$ cat src/rtl/bandai2003_pkg.sv
// Shared constants and state encoding for the Bandai 2003 unlock host.
package bandai2003_pkg;

    localparam logic [7:0]  ADDR_ACK        = 8'h5A;
    localparam logic [7:0]  ADDR_NAK        = 8'hA5;
    localparam int          FRAME_DATA_BITS = 16;
    localparam logic [15:0] EXPECT_WORD     = 16'h28A0;

    localparam logic [1:0]  ERR_NONE     = 2'b00;
    localparam logic [1:0]  ERR_TIMEOUT  = 2'b01;
    localparam logic [1:0]  ERR_TRAILER  = 2'b10;
    localparam logic [1:0]  ERR_MISMATCH = 2'b11;

    typedef enum logic [2:0] {
        ST_IDLE          = 3'd0,
        ST_SEND_ACK      = 3'd1,
        ST_SEND_NAK      = 3'd2,
        ST_WAIT_START    = 3'd3,
        ST_SHIFT         = 3'd4,
        ST_CHECK_TRAILER = 3'd5,
        ST_FINISH        = 3'd6
    } state_t;

endpackage

$ cat src/rtl/bandai2003_unlock_host_sdeser.sv
// LSB-first serial-to-parallel shifter; done strobes combinationally on the last bit's enable.
module bandai2003_unlock_host_sdeser
    import bandai2003_pkg::*;
(
    input  logic                       clk,
    input  logic                       rst,
    input  logic                       clr,
    input  logic                       en,
    input  logic                       din,
    output logic [FRAME_DATA_BITS-1:0] data,
    output logic                       done
);

    localparam int CNT_W = $clog2(FRAME_DATA_BITS);
    localparam logic [CNT_W-1:0] CNT_LAST = CNT_W'(FRAME_DATA_BITS - 1);

    logic [CNT_W-1:0] bit_cnt;

    // Shift register and bit counter; counter wraps to zero after the last bit.
    always_ff @(posedge clk or posedge rst) begin
        if (rst) begin
            data    <= '0;
            bit_cnt <= '0;
        end else if (clr) begin
            data    <= '0;
            bit_cnt <= '0;
        end else if (en) begin
            data    <= {din, data[FRAME_DATA_BITS-1:1]};
            bit_cnt <= (bit_cnt == CNT_LAST) ? '0 : bit_cnt + CNT_W'(1);
        end else begin
            data    <= data;
            bit_cnt <= bit_cnt;
        end
    end

    assign done = en && (bit_cnt == CNT_LAST);

endmodule

$ cat src/rtl/bandai2003_unlock_host.sv
// Console-side unlock initiator and frame receiver for the Bandai 2003 mapper.
// Optional BANDAI2003_AUTH_CHECK_EN: compare the word against EXPECT_WORD and drive SYSCTRL_SET.
module bandai2003_unlock_host
    import bandai2003_pkg::*;
#(
    parameter int         TIMEOUT   = 8,
    parameter logic [7:0] IDLE_ADDR = 8'h00
)
(
    input  logic        CLK,
    input  logic        RST,
    input  logic        START,
    input  logic        SO_IN,
    output logic [7:0]  ADDR,
    output logic        BUSY,
    output logic        DONE,
    output logic [15:0] DATA,
    output logic        VALID,
    output logic        ERR,
`ifdef BANDAI2003_AUTH_CHECK_EN
    output logic [1:0]  ERR_CODE,
    output logic        SYSCTRL_SET
`else
    output logic [1:0]  ERR_CODE
`endif
);

    localparam logic [7:0] TIMEOUT_C = 8'(TIMEOUT);

    state_t     state, state_nx;
    logic [7:0] tmo_cnt, tmo_nx;
    logic       valid_nx, err_nx;
    logic [1:0] code_nx;
    logic [7:0] addr_nx;
    logic       busy_nx, done_nx;
    logic       start_ok, deser_en, deser_done;
`ifdef BANDAI2003_AUTH_CHECK_EN
    logic       sysctrl_nx;
`endif

    assign start_ok = (state == ST_IDLE) && START;
    assign deser_en = (state == ST_SHIFT);

    bandai2003_unlock_host_sdeser u_sdeser (
        .clk  (CLK),
        .rst  (RST),
        .clr  (start_ok),
        .en   (deser_en),
        .din  (SO_IN),
        .data (DATA),
        .done (deser_done)
    );

    // Next-state, status and output-register decode.
    always_comb begin
        state_nx = state;
        tmo_nx   = tmo_cnt;
        valid_nx = VALID;
        err_nx   = ERR;
        code_nx  = ERR_CODE;
`ifdef BANDAI2003_AUTH_CHECK_EN
        sysctrl_nx = SYSCTRL_SET;
`endif
        case (state)
            ST_IDLE: begin
                if (START) begin
                    state_nx = ST_SEND_ACK;
                    tmo_nx   = 8'd0;
                    valid_nx = 1'b0;
                    err_nx   = 1'b0;
                    code_nx  = ERR_NONE;
                end else begin
                    state_nx = ST_IDLE;
                end
            end
            ST_SEND_ACK: state_nx = ST_SEND_NAK;
            ST_SEND_NAK: begin
                state_nx = ST_WAIT_START;
                tmo_nx   = 8'd0;
            end
            ST_WAIT_START: begin
                if (!SO_IN) begin
                    state_nx = ST_SHIFT;
                    tmo_nx   = 8'd0;
                end else if (tmo_cnt + 8'd1 == TIMEOUT_C) begin
                    state_nx = ST_FINISH;
                    tmo_nx   = 8'd0;
                    err_nx   = 1'b1;
                    code_nx  = ERR_TIMEOUT;
                end else begin
                    tmo_nx   = tmo_cnt + 8'd1;
                end
            end
            ST_SHIFT: begin
                if (deser_done) begin
                    state_nx = ST_CHECK_TRAILER;
                end else begin
                    state_nx = ST_SHIFT;
                end
            end
            ST_CHECK_TRAILER: begin
                state_nx = ST_FINISH;
                if (SO_IN) begin
                    err_nx  = 1'b1;
                    code_nx = ERR_TRAILER;
`ifdef BANDAI2003_AUTH_CHECK_EN
                end else if (DATA != EXPECT_WORD) begin
                    err_nx  = 1'b1;
                    code_nx = ERR_MISMATCH;
                end else begin
                    valid_nx   = 1'b1;
                    sysctrl_nx = 1'b1;
                end
`else
                end else begin
                    valid_nx = 1'b1;
                end
`endif
            end
            ST_FINISH: state_nx = ST_IDLE;
            default:   state_nx = ST_IDLE;
        endcase

        // Outputs are registered from the upcoming state so they align with it.
        case (state_nx)
            ST_SEND_ACK: addr_nx = ADDR_ACK;
            ST_SEND_NAK: addr_nx = ADDR_NAK;
            default:     addr_nx = IDLE_ADDR;
        endcase
        busy_nx = (state_nx != ST_IDLE) && (state_nx != ST_FINISH);
        done_nx = (state_nx == ST_FINISH);
    end

    // State, timeout counter and registered outputs.
    always_ff @(posedge CLK or posedge RST) begin
        if (RST) begin
            state    <= ST_IDLE;
            tmo_cnt  <= 8'd0;
            ADDR     <= IDLE_ADDR;
            BUSY     <= 1'b0;
            DONE     <= 1'b0;
            VALID    <= 1'b0;
            ERR      <= 1'b0;
            ERR_CODE <= ERR_NONE;
`ifdef BANDAI2003_AUTH_CHECK_EN
            SYSCTRL_SET <= 1'b0;
`endif
        end else begin
            state    <= state_nx;
            tmo_cnt  <= tmo_nx;
            ADDR     <= addr_nx;
            BUSY     <= busy_nx;
            DONE     <= done_nx;
            VALID    <= valid_nx;
            ERR      <= err_nx;
            ERR_CODE <= code_nx;
`ifdef BANDAI2003_AUTH_CHECK_EN
            SYSCTRL_SET <= sysctrl_nx;
`endif
        end
    end

endmodule

$ cat config.mk
export PLATFORM = sky130hd
export DESIGN_NAME = bandai2003_unlock_host
export DESIGN_NICKNAME = d
export VERILOG_FILES = /design/src/rtl/bandai2003_pkg.sv /design/src/rtl/bandai2003_unlock_host_sdeser.sv /design/src/rtl/bandai2003_unlock_host.sv
export SDC_FILE = /design/constraint.sdc
export NUM_CORES = 1
export LEC_CHECK = 0
export ABC_AREA = 1
export CORE_MARGIN = 2
export CORE_UTILIZATION = 45
export DETAILED_ROUTE_END_ITERATION = 7
export PLACE_DENSITY = 0.81
export SYNTH_ARGS = -nofsm -noshare
export SYNTH_HDL_FRONTEND = slang
export SYNTH_HIERARCHICAL = 1
export SYNTH_SLANG_ARGS = --single-unit
$ cat constraint.sdc
create_clock -name CLK -period 1.75 [get_ports CLK]
set_clock_uncertainty 0.15 [all_clocks]
set_input_delay 0.175 -clock CLK [delete_from_list [all_inputs] [get_ports CLK]]
set_output_delay 0.175 -clock CLK [all_outputs]
set_load 0.01 [all_outputs]
==> impl_metrics.json <==
{
  "grt_pass1_vias": 1445,
  "antenna_found_initial": 0,
  "antenna_cells": 0,
  "grt_start_max_net_pins": 21,
  "dp_cells": 300,
  "dpl-instance-area_um2": 2340,
  "grtUsageTotal_pct": 17.1,
  "period_needed_ns": 1.73,
  "dp_slack_ns": -0.0348,
  "path_clk_slew_ns": 0.07,
  "via_per_inst": 4.86,
  "core_area_um2": 4090,
  "slew_viol_final": 0,
  "drtPass1Iterations": 4,
  "clkLatencyLatePin_ns": 0.28,
  "syn_avg_cell_area_um2": 9.07,
  "fin_ws_ns": 0.0244,
  "p_leak_nw": 1.15,
  "path_delay_family": "simple AND/OR/NAND/NOR gates",
  "cts.sink_count": 39,
  "finalSetupTns_ns": 0,
  "status": "finished, final reports clean",
  "maxCapViolCount": 0,
  "port_buffers": 33,
  "wl_per_cell_um": 12.5,
  "place.gp.congestion": 0.809,
  "drc": 0,
  "worstSetupStartpointType": "flip-flop",
  "finalSetupViolations": 0,
  "stdcell_count": 309,
  "drt_wl_total_um": 3850,
  "synth.ff_latch_count": 39,
  "crit_path_frequent_cell": "nor2_1",
  "fp.dieH_um": 69.7,
  "cts_buffer_depth": 2,
  "ys_warn_count": 6,
  "rsz0062_at_grt": "true",
  "root_buffer": "clkbuf_8",
  "clock.fmax_ghz": 0.580,
  "slew_headroom_pct": 75.9,
  "final_hold_viol_count": 0,
  "mappedNetlistNets": 220,
  "h-tree-depth": 2,
  "synthToLayoutAreaGrowth_pct": 30.1,
  "grt_pass1_wl_um": 6400,
  "max_stage_delay_ns": 0.42,
  "synth_seq_area_share_pct": 50.3,
  "vias": 1503,
  "worstPathArrival_ns": 1.79,
  "antenna_left": 0,
  "syn_inst": 214,
  "dieArea_um2": 4850,
  "grt-ovfl-total": 0,
  "io_pins": 34,
  "ir_drop_uv": 826,
  "nNetsFinal": 265,
  "hold_path.class": "input port to async pin",
  "endpoint_kind": "flip-flop",
  "drtIter0Drc": 68,
  "synth_area_um2": 1940,
  "cts_tree": "yes",
  "start_util_pct": 47.5,
  "ys_types": 26,
  "tightest_slew_ns": 0.358,
  "slowest_stage": "dfrtp_1",
  "path_cells": "ha_4 -> nand3_4 -> nand2_1 -> nand2_2 -> nand3_2 -> nor2_4 -> nand2_4 -> a21oi_4 -> nor2_1 -> nor2_1",
  "die_w_um": 69.7,
  "crit_type": "flip-flop to flip-flop",
  "fin_crit_sh_pct": 98.6,
  "final_util_pct": 61.8,
  "rows": 23,
  "place_hpwl_um": 2850,
  "drive_gt1_share_pct": 23.9,
  "final_cell_area_um2": 2520,
  "final.fill_count": 330,
  "required_ns": 1.81,
  "crit_fanout": 5,
  "cts_buffers": 5,
  "timing.critical_path.buf_inv": 0,
  "power_density_nw_per_um2": 1270
}
==> area by class of cell <==
| class | instances | area, um^2 | share of cell area (%) |
|---|---|---|---|
| multi-input combinational | 123 | 774 | 30.7 |
| timing repair buffer | 46 | 435 | 17.2 |
| sequential | 39 | 980 | 38.8 |
| tap | 50 | 62.6 | 2.48 |
| clock inverter | 1 | 30.0 | 1.19 |
| inverter | 44 | 170 | 6.74 |
| clock buffer | 6 | 72.6 | 2.87 |
==> through the flow <==
stage          total power, mW  hold slack [ns]
2_1_floorplan             1.99          -0.0239
3_3_place_gp              2.41            0.318
3_5_place_dp              2.44            0.339
4_1_cts                   3.18           0.0753
5_1_grt                   3.43            0.129
6_report                  3.21           0.0825
==> final timing paths <==
path	from	endpoint	slack [ns]	depth (start not counted)
min in group CLK	state[1]	ADDR[5]	0.35	1
hold reg to reg	state[1]	ADDR[5]	0.35	1
setup / recovery	tmo_cnt[1]	ERR_CODE[0]	0.02	10
setup reg to reg	tmo_cnt[1]	ERR_CODE[0]	0.02	10
hold / removal	RST	ERR	0.08	3
max in group asynchronous	RST	tmo_cnt[3]	1.14	3
==> placed cells by master, fill, tap and decap left out, types with 2 or more instances in the layout <==
cell	count
nor3_1	2
buf_4	11
nor2_4	5
o21ai_0	7
buf_6	2
inv_4	2
nand2_4	2
nand2_2	8
o21ai_1	5
o21ai_2	2
o22ai_2	10
dfrtp_1	36
a21oi_1	5
clkbuf_8	5
nand4_1	3
clkdlybuf4s50_1	33
nand3_2	3
inv_1	39
nor2_1	15
dfrtp_2	3
o22ai_1	5
nand2_1	35
inv_2	3
nand3_1	9
==> cell families (layout without fill, tap and decap cells) <==
family                   Yosys count  after routing  synth area share, %
buffers and inverters             52             97                 12.6
AO/OA/AOI/OAI                     37             37                 14.9
flip-flops                        39             39                 50.3
adder cells (fa/ha/maj)            2              2                 1.29
AND/OR/NAND/NOR                   84             84                 21.0
==> layer usage <==
layer	GRT usage (%)	vias to the layer above	share of wire, %
li1	-	761	-
met1	20.2	704	44
met2	28.8	29	50
met3	4.36	9	3.2
met4	8.33	0	2.3
met5	0	-	0
==> repair_timing <==
item                       in CTS  in global routing
setup endpoints to repair       7                 25
setup buffers                   0                  2
hold endpoints to repair        0                  0
gates resized for setup         3                 17
hold buffers                    0                  0
pin swaps                       0                  7
==> power by group <==
part           internal (mW)  switching, mW  total, mW  leakage, nW
Clock                  0.418          0.293      0.710       0.0513
Sequential              1.07          0.144       1.21        0.524
Combinational          0.597          0.691       1.29        0.577
Total                   2.09           1.13       3.21         1.15
==> worst reg2reg max path, stage by stage, from the launching register on <==
cell and delay (ns):
dfrtp_1 0.42, ha_4 0.20, nand3_4 0.09, nand2_1 0.07, nand2_2 0.08, nand3_2 0.09, nor2_4 0.11, nand2_4 0.09
a21oi_4 0.21, nor2_1 0.06, nor2_1 0.08
==> cell usage after synthesis <==
cell      count  area (um^2)
o21ai_2       1         8.76
inv_4         1         6.26
nand3_1      12         60.1
buf_6         1         11.3
o22ai_1       5         31.3
ha_1          2         25.0
o21ai_0       8         40.0
dfrtp_1      39          976
nor2_1       16         60.1
nand2_4       1         11.3
a22o_2        1         10.0
a21oi_1       5         25.0
buf_4         6         45.0
nor2_4        5         56.3
a21oi_4       1         16.3
inv_1        40          150
nand2_1      38          143
nor3_1        2         10.0
nand2_2       6         37.5
inv_2         3         11.3
buf_12        1         20.0
o22ai_2      10          125
nand4_1       3         18.8
o21ai_1       5         25.0
o21bai_1      1         7.51
nand3_2       1         10.0
==> flip-flops by register name, indices dropped and copies added (netlist names) <==
signal / flops
VALID: 1
ERR_CODE: 2
u_sdeser/bit_cnt: 4
u_sdeser/data: 16
ADDR: 2
BUSY: 1
tmo_cnt: 8
ERR: 1
state: 3
DONE: 1
No activity file was read; power rests on OpenSTA's default activity.
